$ cat config.mk
export PLATFORM = sky130hd
export DESIGN_NAME = multi_single_shot
export DESIGN_NICKNAME = d
export VERILOG_FILES = /design/src/rtl/multi_single_shot_pkg.sv /design/src/rtl/single_shot_channel.sv /design/src/rtl/multi_single_shot.sv
export SDC_FILE = /design/constraint.sdc
export NUM_CORES = 1
export LEC_CHECK = 0
export CORE_MARGIN = 3
export CORE_UTILIZATION = 59
export DETAILED_ROUTE_END_ITERATION = 10
export PLACE_DENSITY = 0.84
export SLEW_MARGIN = 40
export SYNTH_ARGS = -nofsm -noshare
export SYNTH_HDL_FRONTEND = slang
export SYNTH_HIERARCHICAL = 1
export SYNTH_SLANG_ARGS = --single-unit
$ cat constraint.sdc
create_clock -name clk -period 1.9 [get_ports clk]
set_input_delay 0.19 -clock clk [delete_from_list [all_inputs] [get_ports clk]]
set_output_delay 0.19 -clock clk [all_outputs]
set_load 0.005 [all_outputs]
$ cat src/rtl/multi_single_shot_pkg.sv
// Shared constants for the multi-channel single-shot pulse generator.
package multi_single_shot_pkg;

  localparam int MODE_W = 2;

  localparam logic [MODE_W-1:0] MODE_RISE   = 2'd0;
  localparam logic [MODE_W-1:0] MODE_FALL   = 2'd1;
  localparam logic [MODE_W-1:0] MODE_BOTH   = 2'd2;
  localparam logic [MODE_W-1:0] MODE_REPEAT = 2'd3;

endpackage

$ cat src/rtl/single_shot_channel.sv
// One channel: two-flop synchroniser, debounce counter, debounced level,
// hold-to-repeat counter and the registered one-cycle pulse.
module single_shot_channel
  import multi_single_shot_pkg::*;
#(
  parameter int DEBOUNCE_CYCLES = 16,
  parameter int REPEAT_DELAY    = 0,
  parameter int REPEAT_PERIOD   = 8
) (
  input  logic              clk,
  input  logic              rst,
  input  logic              start,
  input  logic [MODE_W-1:0] mode,
  input  logic              mode_chg,
  input  logic              enable,
  output logic              level,
  output logic              q,
  output logic              pulse_d
);

  localparam int CW   = $clog2(DEBOUNCE_CYCLES + 1);
  localparam int RMAX = (REPEAT_DELAY > REPEAT_PERIOD) ? REPEAT_DELAY : REPEAT_PERIOD;
  localparam int RW   = $clog2(RMAX + 1);
  localparam bit REP_ON = (REPEAT_DELAY > 0);

  logic          sync1;
  logic          sync2;
  logic [CW-1:0] cnt;
  logic [RW-1:0] rep;
  logic          toggle;
  logic          rise;
  logic          fall;
  logic          edge_hit;
  logic          rep_hit;
  logic          rep_load;
  logic          rep_clear;

  // Toggle/pulse decision for this edge; rep counts down to 1, which marks a repeat pulse.
  always_comb begin
    toggle    = (sync2 != level) && (cnt == CW'(DEBOUNCE_CYCLES - 1));
    rise      = toggle && !level;
    fall      = toggle && level;
    edge_hit  = (rise && (mode != MODE_FALL)) ||
                (fall && ((mode == MODE_FALL) || (mode == MODE_BOTH)));
    rep_clear = !enable || mode_chg || fall;
    rep_hit   = (rep == RW'(1)) && !rep_clear;
    rep_load  = REP_ON && rise && (mode == MODE_REPEAT) && !rep_clear;
    pulse_d   = enable && (edge_hit || rep_hit);
  end

  // Synchroniser, debounce, level, repeat counter and pulse register.
  always_ff @(posedge clk or negedge rst) begin
    if (!rst) begin
      sync1 <= 1'b0;
      sync2 <= 1'b0;
      cnt   <= '0;
      level <= 1'b0;
      rep   <= '0;
      q     <= 1'b0;
    end else begin
      sync1 <= start;
      sync2 <= sync1;
      if (sync2 == level) begin
        cnt <= '0;
      end else if (toggle) begin
        cnt   <= '0;
        level <= ~level;
      end else begin
        cnt <= cnt + CW'(1);
      end
      if (rep_clear) begin
        rep <= '0;
      end else if (rep_load) begin
        rep <= RW'(REPEAT_DELAY);
      end else if (rep == RW'(1)) begin
        rep <= RW'(REPEAT_PERIOD);
      end else if (rep != '0) begin
        rep <= rep - RW'(1);
      end
      q <= pulse_d;
    end
  end

endmodule

$ cat src/rtl/multi_single_shot.sv
// Multi-channel single-shot pulse generator: CHANNELS independent
// debounced edge detectors sharing mode/enable, plus a registered OR of q.
module multi_single_shot
  import multi_single_shot_pkg::*;
#(
  parameter int CHANNELS        = 4,
  parameter int DEBOUNCE_CYCLES = 16,
  parameter int REPEAT_DELAY    = 0,
  parameter int REPEAT_PERIOD   = 8
) (
  input  logic                clk,
  input  logic                rst,
  input  logic [CHANNELS-1:0] start,
  input  logic [MODE_W-1:0]   mode,
  input  logic                enable,
  output logic [CHANNELS-1:0] q,
  output logic [CHANNELS-1:0] level,
  output logic                any_q
);

  logic [MODE_W-1:0]   mode_q;
  logic                mode_chg;
  logic [CHANNELS-1:0] pulse_d;

  // A mode different from last edge's clears every repeat counter.
  always_comb begin
    mode_chg = (mode != mode_q);
  end

  // Previous mode, and any_q registered on the same edge as the q bits.
  always_ff @(posedge clk or negedge rst) begin
    if (!rst) begin
      mode_q <= MODE_RISE;
      any_q  <= 1'b0;
    end else begin
      mode_q <= mode;
      any_q  <= |pulse_d;
    end
  end

  for (genvar i = 0; i < CHANNELS; i++) begin : g_ch
    single_shot_channel #(
      .DEBOUNCE_CYCLES(DEBOUNCE_CYCLES),
      .REPEAT_DELAY   (REPEAT_DELAY),
      .REPEAT_PERIOD  (REPEAT_PERIOD)
    ) u_ch (
      .clk     (clk),
      .rst     (rst),
      .start   (start[i]),
      .mode    (mode),
      .mode_chg(mode_chg),
      .enable  (enable),
      .level   (level[i]),
      .q       (q[i]),
      .pulse_d (pulse_d[i])
    );
  end

endmodule
=== Word-level counts from Yosys, hierarchy flattened ===
Cells that the tools add are included.
Widths: inputs -> output; s select.

* $add $sub $neg: 8
* Equal/unequal tests: 20
* Mux-type cells: 20
* Bitwise gates (word level): 8
* Reduce and logical (&&, ||, !) cells: 64

{| class="wikitable"
|+ Operators with widths
! cell !! number
|-
| $mux 4 || 12
|-
| $mux 5 || 8
|-
| $logic_and 1x1->1 || 28
|-
| $add 5x1->5 const B || 4
|-
| $eq 5x4->1 const B || 4
|-
| $eq 4x1->1 const B || 4
|-
| $reduce_bool 4->1 || 4
|-
| $sub 4x1->4 const B || 4
|-
| $logic_or 1x1->1 || 14
|-
| $reduce_bool 3->1 || 4
|-
| $logic_not 1->1 || 9
|-
| $not 1->1 || 8
|-
| $reduce_and 2->1 || 4
|-
| $eq 1x1->1 || 4
|-
| $ne 1x1->1 || 4
|-
| $reduce_or 4->1 || 1
|-
| $eq 2x1->1 const B || 1
|-
| $eq 2x2->1 const B || 1
|-
| $ne 2x1->1 const B || 1
|-
| $ne 2x2->1 || 1
|}

* Register bits after elaboration: 55
* Input bits: 9
* Output and inout bits: 9
* Word-level logic and storage cells: 146

=== Depth between registers and ports, before layout ===
Gate-level depths: netlist of the first run.

* Depth in word-level cells: 9
* Depth in mapped cells: 6
* Mapped depth without buffers: 6

=== Hierarchy ===
Netlist of the first run, hierarchy kept.

{| class="wikitable"
|+ Modules (own cells, without submodules)
! module !! instances !! cells an instance !! area each (sq um) !! seq. area each (sq um)
|-
| single_shot_channel || 4 || 65 || 676.9 || 325.3
|-
| multi_single_shot || 1 || 7 || 103.8 || 75.1
|}

=== Least setup slack after synthesis of the first run ===
No wires, ideal clock.

* Kind: register to register
* From: register g_ch[1].u_ch.cnt[0]
* To: register any_q
* Setup time: 0.138 ns
* Arrival: 1.483 ns
* Data required time: 1.762 ns
* Path slack: 0.279 ns
* Stages on the path, launching flop included: 6
* Path buffers: 0
* Clock period less this slack: 1.621 ns
* Cell sequence: dfrtp_1 -> ha_1 -> and4b_1 -> o2111ai_1 -> a211oi_1 -> or4_1

* Word-level cells in the longest chain between the ends: 9
* Elaborated cells between the ends (all ways): 13
* Classes of those cells: eq/ne (1); reduce/logical (12)

{| class="wikitable"
|+ RTL lines
! item !! line !! text
|-
| start, declared || single_shot_channel.sv:28 || <nowiki>logic [CW-1:0] cnt;</nowiki>
|-
| start signal, assigned || single_shot_channel.sv:69 || <nowiki>cnt <= cnt + CW'(1);</nowiki>
|-
| $eq 5x4->1 (*) || single_shot_channel.sv:40 || <nowiki>toggle = (sync2 != level) && (cnt == CW'(DEBOUNCE_CYCLES - 1));</nowiki>
|-
| $logic_and 1x1->1 (*) || single_shot_channel.sv:40 ||
|-
| $logic_and 1x1->1 || single_shot_channel.sv:42 || <nowiki>fall = toggle && level;</nowiki>
|-
| $logic_or 1x1->1 || single_shot_channel.sv:45 || <nowiki>rep_clear = !enable || mode_chg || fall;</nowiki>
|-
| $logic_not 1->1 || single_shot_channel.sv:46 || <nowiki>rep_hit = (rep == RW'(1)) && !rep_clear;</nowiki>
|-
| $logic_and 1x1->1 || single_shot_channel.sv:46 ||
|-
| $logic_or 1x1->1 (*) || single_shot_channel.sv:48 || <nowiki>pulse_d = enable && (edge_hit || rep_hit);</nowiki>
|-
| $logic_and 1x1->1 (*) || single_shot_channel.sv:48 ||
|-
| named net pulse_d[1] || multi_single_shot.sv:23 || <nowiki>logic [CHANNELS-1:0] pulse_d;</nowiki>
|-
| $reduce_or 4->1 (*) || multi_single_shot.sv:37 || <nowiki>any_q <= |pulse_d;</nowiki>
|-
| end signal, assigned || multi_single_shot.sv:37 ||
|-
| end, declared || multi_single_shot.sv:18 || <nowiki>output logic any_q</nowiki>
|}

The timed path passes the listed nets; every way through them passes the cells marked *.
A chain may end at the register's enable or synchronous reset.

=== Worst setup path in the final report of the first run ===
* From: register g_ch[3].u_ch.cnt[0]
* To: register any_q

* Word-level cells in the longest chain between the ends: 9
* Elaborated cells between the ends (all ways): 13
* Classes of those cells: eq/ne (1); reduce/logical (12)

{| class="wikitable"
|+ RTL lines
! item !! line
|-
| start, declared || single_shot_channel.sv:28
|-
| start signal, assigned || single_shot_channel.sv:69
|-
| $eq 5x4->1 (*) || single_shot_channel.sv:40
|-
| $logic_and 1x1->1 (*) || single_shot_channel.sv:40
|-
| $logic_and 1x1->1 || single_shot_channel.sv:42
|-
| $logic_or 1x1->1 || single_shot_channel.sv:45
|-
| $logic_not 1->1 || single_shot_channel.sv:46
|-
| $logic_and 1x1->1 || single_shot_channel.sv:46
|-
| $logic_or 1x1->1 (*) || single_shot_channel.sv:48
|-
| $logic_and 1x1->1 (*) || single_shot_channel.sv:48
|-
| named net pulse_d[3] || multi_single_shot.sv:23
|-
| $reduce_or 4->1 (*) || multi_single_shot.sv:37
|}

Marks and branches as above.

==> impl_table.tex, run 1 <==
\begin{tabular}{lr}
\hline
Metric & Value \\
\hline
\multicolumn{2}{l}{\textbf{Route}} \\
Number of antenna-violating nets in the routed design & 0 \\
Count of routing violations after the opening detailed-route iteration & approximately 160 \\
TritonRoute pass-1 iters & 4 \\
Number of vias per cell & between 5 and 6 \\
Vias & 2,083 \\
Average detailed-routed wire length per instance & 14.1 um \\
Wirelength, routed & 4.99 mm \\
Total DRC errors in the routed layout & 0 \\
\multicolumn{2}{l}{\textbf{Yosys}} \\
Post-synth cell types & 27 \\
Number of enable-type register cells in the synthesized netlist & 0 \\
Synth Area in XOR/XNOR & 4.36\% \\
Combinational family with the most area after synthesis & simple AND/OR/NAND/NOR gates \\
Fraction of synthesized cell area taken by the top area cell type & 49.0\% \\
Cell type contributing the most total cell area after synthesis & sky130\_fd\_sc\_hd\_\_dfrtp\_1 \\
Synth Area per Inst & 10.5 sq um \\
Post-synthesis async set-or-reset flop share & 100\% \\
Share of the yosys chip area belonging to registers & 49.0\% \\
Number of storage elements in the synthesis netlist & 55 \\
Share of synthesized cell area in full adder, half adder and majority cells & 8.90\% \\
Multiplexer fraction of the synthesized cell area & 1.42\% \\
Synth Cell Area & 0.00281 sq mm \\
Synth Area in Compound Gates & 13.7\% \\
Basic-gate share of the synthesized area counting and, or, nand and nor cells & 20.5\% \\
Cell count after synthesis & 267 \\
Nets in the synthesized netlist & 296 \\
Leading cell types by total area after synthesis & sky130\_fd\_sc\_hd\_\_dfrtp\_1 (49\%), sky130\_fd\_sc\_hd\_\_ha\_1 (8.9\%), sky130\_fd\_sc\_hd\_\_xor2\_1 (3.7\%) \\
Synth warn & 6 \\
Predominant post-synthesis flop cell & sky130\_fd\_sc\_hd\_\_dfrtp\_1 \\
\multicolumn{2}{l}{\textbf{Final layout}} \\
Most frequent cells in the layout & sky130\_fd\_sc\_hd\_\_dfrtp\_1 (55), sky130\_fd\_sc\_hd\_\_nand2\_1 (25), sky130\_fd\_sc\_hd\_\_nor2\_1 (20), sky130\_fd\_sc\_hd\_\_ha\_1 (20), sky130\_fd\_sc\_hd\_\_inv\_1 (16) \\
Antenna Diode Count & 0 \\
Filler Cell Count & 308 \\
Multi-input combinational cell area & 0.00138 sq mm \\
Share of post-route cells with drive strength above 1 & 8.31\% \\
Final layout net count & 329 \\
Area growth syn-to-layout & 15.4\% \\
Final non-filler cell area & 0.00324 sq mm \\
Reg area & roughly 0.0014 sq mm \\
Post-Route Utilization & 72.5\% \\
Leading cell type in the layout, fill and taps excluded & sky130\_fd\_sc\_hd\_\_dfrtp\_1 \\
\multicolumn{2}{l}{\textbf{Clocking}} \\
Worst-skew pair later-pin latency & about 300 ps \\
H-tree depth & 2 \\
Clock root buffer & sky130\_fd\_sc\_hd\_\_clkbuf\_8 \\
Number of buffers added by the clock tree synthesis step & 5 \\
Post-CTS clock slew at the launch and capture registers of the worst setup and hold paths & around 90 ps \\
Post-CTS Setup Bufs & 0 \\
Max clock buf depth & 2 \\
TritonCTS clock tree & built \\
Number of sinks handled by clock tree synthesis & 55 \\
\multicolumn{2}{l}{\textbf{Power}} \\
Portion of total power attributed to the clock network & around 37\% \\
Internal power summed over all cells & 1.69 mW \\
Combinational group share of total power & under 10\% \\
Portion of total power attributed to sequential cells & 57.1\% \\
PnR Total Power & 2.15 mW \\
Largest voltage drop on the vdd net & between 400 and 500 uV \\
Power Dens Cells & 662 mW/mm\^{}2 \\
Switching power as a share of total power & 21.6\% \\
Sw Pwr & between 0.4 and 0.5 mW \\
Standby leakage power & 1.48 nW \\
\multicolumn{2}{l}{\textbf{Placement}} \\
Instance area after placement & about 0.0031 sq mm \\
Buffers on Ports & 17 \\
Last weighted congestion value of the routability-driven placer & 0.821 \\
Detailed-placement wirelength estimate & 3.53 mm \\
\multicolumn{2}{l}{\textbf{Global route}} \\
Via count of the first global-routing pass & 1,915 \\
Antenna violations before repair & 0 \\
Largest net degree at the start of global routing & 56 \\
Total routing resource utilization after global routing & between 15 and 20\% \\
Total global routing overflow & 0 \\
First-pass GRT wire length & 8.63 mm \\
\multicolumn{2}{l}{\textbf{Critical path}} \\
Kind of start point of the critical path & flop \\
Slowest stage cell, crit path & sky130\_fd\_sc\_hd\_\_or4\_1 \\
Crit path cell chain & ha\_1 -> nand4b\_1 -> a211oi\_1 -> a211oi\_1 -> or4\_1 \\
Critical path arrival & between 1500 and 2000 ps \\
Largest driver fanout on the critical path & 4 \\
Crit. End Element & flop \\
Worst endpoint required time & 2080 ps \\
Critical register-to-register path endpoint & any\_q \\
CP peak stage delay & 490 ps \\
Number of cells on the worst reg-to-reg path & 5 \\
Cell class contributing the biggest share of worst-path delay & simple AND/OR/NAND/NOR gates \\
Critical path depth in cells & 5 \\
Total buffers and inverters traversed by the critical path & 0 \\
Setup CP Type & flop to flop \\
CP dominant cell by count & sky130\_fd\_sc\_hd\_\_a211oi\_1 \\
Setup slack, reg-to-reg & 120 ps \\
Launch instance of the worst register-to-register path & g\_ch[3].u\_ch/cnt[0] \\
\multicolumn{2}{l}{\textbf{Run}} \\
Max-cap viol count & 0 \\
\multicolumn{2}{l}{\textbf{Floorplan}} \\
Number of primary I/O pins & 18 \\
Effective utilization at floorplan & 62.8\% \\
Die Height & 75.0 um \\
Area of the core & 0.00447 sq mm \\
Die ar. & 0.00563 sq mm \\
Die Width & 75.0 um \\
Rows & 24 \\
\multicolumn{2}{l}{\textbf{STA}} \\
Pin slew with the least headroom to its limit & 605 ps \\
Worst Hold Margin & 158 ps \\
Final Hold Vio Count & 0 \\
Setup repair after global routing missed its margin & no \\
Shortest period the worst path allows & 1780 ps \\
Portion of the clock cycle consumed by the worst path in the final layout & 93.8\% \\
Setup violators final & 0 \\
Relative slew slack & 59.2\% \\
Setup\_tns & 0 ps \\
Timing-limited maximum frequency & 561 MHz \\
Final Max Tran Viols & 0 \\
Largest clock skew in the final design & between 5 and 6 ps \\
\multicolumn{2}{l}{\textbf{Min path}} \\
Hold WC Path Type & input port to flop \\
Worst hold endpoint & mode\_q[0] \\
WHS Path Cells & 1 \\
Startpoint of the most critical hold path & mode[0] \\
\multicolumn{2}{l}{\textbf{Outcome}} \\
Result of the run & completed \\
\hline
\end{tabular}
-- power by group through the flow --
stage | sequential [mW] | combinational [mW] | clock, mW
after detailed placement | 1.25 | 0.132 | 0
after global routing | 1.23 | 0.157 | 0.868
after CTS | 1.23 | 0.135 | 0.815
final | 1.23 | 0.132 | 0.789
after global placement | 1.25 | 0.130 | 0
after floorplan | 1.24 | 0.0649 | 0
-- metal layers --
metal  global-route usage, %  share of wire (%)  up-vias
met1                    27.7                 48     1006
met4                    5.53                1.2        0
met2                    31.1                 47       40
li1                        -                  -     1030
met3                    5.07                3.5        7
met5                       0                  0        -
-- cells in the mapped netlist, types with 12 or more instances --
master	instances
sky130_fd_sc_hd__a31oi_1	12
sky130_fd_sc_hd__dfrtp_1	55
sky130_fd_sc_hd__ha_1	20
sky130_fd_sc_hd__inv_1	16
sky130_fd_sc_hd__nand2_1	25
sky130_fd_sc_hd__nor2_1	20
sky130_fd_sc_hd__o21ai_0	12
sky130_fd_sc_hd__xor2_1	12
-- registers in the layout, indices dropped and copies added, names as in the netlist --
register	flops
any_q	1
g_ch.u_ch/q	4
mode_q	2
g_ch.u_ch/sync1	4
g_ch.u_ch/rep	16
g_ch.u_ch/sync2	4
g_ch.u_ch/level	4
g_ch.u_ch/cnt	20
-- what timing repair did --
action | in CTS | in global routing
endpoints found under the hold margin | 55 | 0
hold buffers | 1 | 0
gates resized for setup | 1 | 1
endpoints found under the setup margin | 1 | 1
-- metrics by stage --
stage / cells / setup slack (ps)
after floorplan: 267 / 279
after global placement: 344 / -265
after detailed placement: 344 / -344
after CTS: 353 / 29.0
after global routing: 353 / 1.24
final: 353 / 118
-- final cells by class --
type | count | share of cell area [%]
Multi-Input combinational cell | 196 | 42.4
Sequential cell | 55 | 42.4
Inverter | 16 | 1.85
Clock buffer | 6 | 2.55
Tap cell | 52 | 2.01
Clock inverter | 2 | 1.08
Timing Repair Buffer | 26 | 7.68
-- worst max path at each step --
stage | endpoint | start
final | any_q | g_ch[3].u_ch/cnt[0]
after global routing | any_q | g_ch[3].u_ch/cnt[0]
after CTS | any_q | mode[0]
after detailed placement | any_q | mode[1]
after global placement | any_q | mode[1]
after floorplan | any_q | g_ch[1].u_ch/cnt[0]
-- kinds of logic after synthesis --
logic type	Yosys count
AND/OR/NAND/NOR	102
buffers and inverters	16
AO/OA/AOI/OAI	56
XOR/XNOR	14
multiplexers	4
flip-flops	55
adder cells (fa/ha/maj)	20
(Power assumes the default switching activity.)
==> inputs of run 2 (changes only) <==
Settings changed: CORE_ASPECT_RATIO set to 1.4, CORE_UTILIZATION 59 to 63, PLACE_DENSITY 0.84 to 0.89.
Clock period 1.9 ns to 2.27 ns, I/O delays scaled along.
==> impl_table.tex, run 2 (synthesized netlist as in run 1, its figures left out) <==
\begin{tabular}{lr}
\hline
Metric & Value \\
\hline
\multicolumn{2}{l}{\textbf{Critical path}} \\
Worst endpoint required time & 2450 ps \\
Setup slack, reg-to-reg & 500 ps \\
Kind of start point of the critical path & input port \\
Critical path arrival & 2120 ps \\
CP dominant cell by count & sky130\_fd\_sc\_hd\_\_a211oi\_1 \\
Setup CP Type & input port to flop \\
Cell class contributing the biggest share of worst-path delay & buffers and inverters \\
Launch instance of the worst register-to-register path & g\_ch[0].u\_ch/cnt[0] \\
Largest driver fanout on the critical path & 6 \\
Number of cells on the worst reg-to-reg path & 5 \\
Crit. End Element & flop \\
CP peak stage delay & roughly 620 ps \\
Total buffers and inverters traversed by the critical path & 2 \\
Critical register-to-register path endpoint & any\_q \\
Slowest stage cell, crit path & sky130\_fd\_sc\_hd\_\_clkdlybuf4s50\_1 \\
Crit path cell chain & clkdlybuf4s50\_1 -> inv\_1 -> ha\_1 -> mux2i\_1 -> a211oi\_1 -> a211oi\_1 -> or4\_1 \\
\multicolumn{2}{l}{\textbf{Outcome}} \\
Result of the run & completed \\
\multicolumn{2}{l}{\textbf{Global route}} \\
Largest net degree at the start of global routing & 56 \\
Via count of the first global-routing pass & 2,101 \\
Met3 Usage GRT & approximately 3.7\% \\
First-pass GRT wire length & slightly above 9 mm \\
Fraction of met2 tracks used by global routing & 39.0\% \\
Global Route met1 Usage & roughly 25\% \\
Most congested layer reported by global routing & met2 \\
Antenna violations before repair & 0 \\
Total global routing overflow & 0 \\
Total routing resource utilization after global routing & 21.1\% \\
\multicolumn{2}{l}{\textbf{Final layout}} \\
Filler Cell Count & approximately 310 \\
Final layout net count & 322 \\
Largest registers & g\_ch.u\_ch/cnt (20), g\_ch.u\_ch/rep (16) \\
Final non-filler cell area & 0.00317 sq mm \\
Multi-input combinational cell area & around 0.0014 sq mm \\
Most flops, register & g\_ch.u\_ch/cnt \\
Antenna Diode Count & 0 \\
Max FFs per register & 20 \\
Reg area & 0.00138 sq mm \\
Leading cell type in the layout, fill and taps excluded & sky130\_fd\_sc\_hd\_\_dfrtp\_1 \\
Most frequent cells in the layout & sky130\_fd\_sc\_hd\_\_dfrtp\_1 (55), sky130\_fd\_sc\_hd\_\_nand2\_1 (25), sky130\_fd\_sc\_hd\_\_nor2\_1 (20), sky130\_fd\_sc\_hd\_\_ha\_1 (20) \\
Area growth syn-to-layout & 12.7\% \\
Share of post-route cells with drive strength above 1 & under 10\% \\
\multicolumn{2}{l}{\textbf{Run}} \\
Max-cap viol count & 0 \\
\multicolumn{2}{l}{\textbf{Floorplan}} \\
Die ar. & 0.00531 sq mm \\
Die Width & 62.5 um \\
Effective utilization at floorplan & 65.8\% \\
Area of the core & 0.00427 sq mm \\
Rows & 28 \\
Die Height & 85.0 um \\
Number of primary I/O pins & 18 \\
\multicolumn{2}{l}{\textbf{Power}} \\
Largest voltage drop on the vdd net & roughly 550 uV \\
Power Dens Cells & between 500 and 600 mW/mm\^{}2 \\
Standby leakage power & 1.42 nW \\
PnR Total Power & 1.67 mW \\
\multicolumn{2}{l}{\textbf{Clocking}} \\
Post-CTS clock slew at the launch and capture registers of the worst setup and hold paths & 100 ps \\
Clock root buffer & sky130\_fd\_sc\_hd\_\_clkbuf\_8 \\
Worst-skew pair later-pin latency & 310 ps \\
Max clock buf depth & 2 \\
TritonCTS clock tree & built \\
H-tree depth & 2 \\
Number of sinks handled by clock tree synthesis & 55 \\
Post-CTS Setup Bufs & 0 \\
Number of buffers added by the clock tree synthesis step & 5 \\
\multicolumn{2}{l}{\textbf{Route}} \\
TritonRoute pass-1 iters & 5 \\
Vias & 2,058 \\
Average detailed-routed wire length per instance & about 14 um \\
Total DRC errors in the routed layout & 0 \\
Count of routing violations after the opening detailed-route iteration & 120 \\
Wirelength, routed & roughly 5.1 mm \\
Number of antenna-violating nets in the routed design & 0 \\
Number of vias per cell & $\sim$5.8 \\
\multicolumn{2}{l}{\textbf{STA}} \\
Timing-limited maximum frequency & 515 MHz \\
Setup violators final & 0 \\
Pin slew with the least headroom to its limit & just under 600 ps \\
Shortest period the worst path allows & between 1500 and 2000 ps \\
Final Max Tran Viols & 0 \\
Relative slew slack & roughly 60\% \\
Final Hold Vio Count & 0 \\
Setup repair after global routing missed its margin & no \\
Setup\_tns & 0 ps \\
Largest clock skew in the final design & about 6 ps \\
Worst Hold Margin & around 350 ps \\
Portion of the clock cycle consumed by the worst path in the final layout & about 86\% \\
\multicolumn{2}{l}{\textbf{Min path}} \\
Worst hold endpoint & g\_ch[1].u\_ch/sync1 \\
Startpoint of the most critical hold path & start[1] \\
Hold WC Path Type & input port to flop \\
WHS Path Cells & 1 \\
\multicolumn{2}{l}{\textbf{Placement}} \\
Instance area after placement & just over 0.003 sq mm \\
Last weighted congestion value of the routability-driven placer & around 0.8 \\
Detailed-placement wirelength estimate & 3.65 mm \\
Buffers on Ports & 17 \\
\hline
\end{tabular}
run 2: cell types whose count changed in the layout (fill, tap and decap cells not counted):
cell	before	now
sky130_fd_sc_hd__bufinv_16	1	0
sky130_fd_sc_hd__clkdlybuf4s50_1	14	16
sky130_fd_sc_hd__clkbuf_8	6	5
sky130_fd_sc_hd__dlygate4sd2_1	1	0
sky130_fd_sc_hd__clkinv_2	1	2
sky130_fd_sc_hd__inv_6	0	1
sky130_fd_sc_hd__buf_4	7	0
sky130_fd_sc_hd__dlymetal6s2s_1	1	0
run 2: what timing repair did:
item                                    4_1_cts  5_1_grt
endpoints found under the setup margin        0        0
hold buffers                                  1        0
endpoints found under the hold margin        55        0
gates resized for setup                       0        0
run 2: power by group:
part	leakage, nW	switching [mW]	internal, mW
logic	0.639	0.0630	0.0467
registers	0.735	0.0232	1.01
clock network	0.0483	0.318	0.218
run 2: final cells by class:
cell class / count / share of cell area (%)
clock buffer: 5 / 2.17
clock inverter: 3 / 0.592
inverter: 16 / 1.89
multi-input combinational: 196 / 43.4
sequential: 55 / 43.4
tap: 60 / 2.37
timing repair buffer: 19 / 6.16
run 2: worst max-delay path by stage:
stage,from,endpoint,cells after the start
finish,mode[1],any_q,7
global route,mode[1],any_q,7
CTS,mode[1],any_q,7
detailed placement,mode[1],any_q,7
global placement,mode[1],any_q,7
floorplan,g_ch[1].u_ch/cnt[0],any_q,5
run 2: per-stage QoR:
| step | std cells | worst slack [ps] | utilization [%] |
|---|---|---|---|
| 2_1_floorplan | 267 | 649 | - |
| 3_3_place_gp | 345 | 74.3 | 71.9 |
| 3_5_place_dp | 345 | 7.41 | 71.9 |
| 4_1_cts | 354 | 338 | 74.2 |
| 5_1_grt | 354 | 238 | 74.2 |
| 6_report | 354 | 328 | 74.2 |
run 2: per-layer routing:
metal	vias up	part of all wire, %
li1	1008	-
met1	1008	43
met2	36	53
met3	6	3.0
met4	0	1.1
met5	-	0
==> inputs of run 3 (changes only) <==
Settings changed: ABC_CLOCK_PERIOD_IN_PS set to 2270.
==> results of run 3 <==
No change in the layout: final DEF, timing and power equal those of run 2.
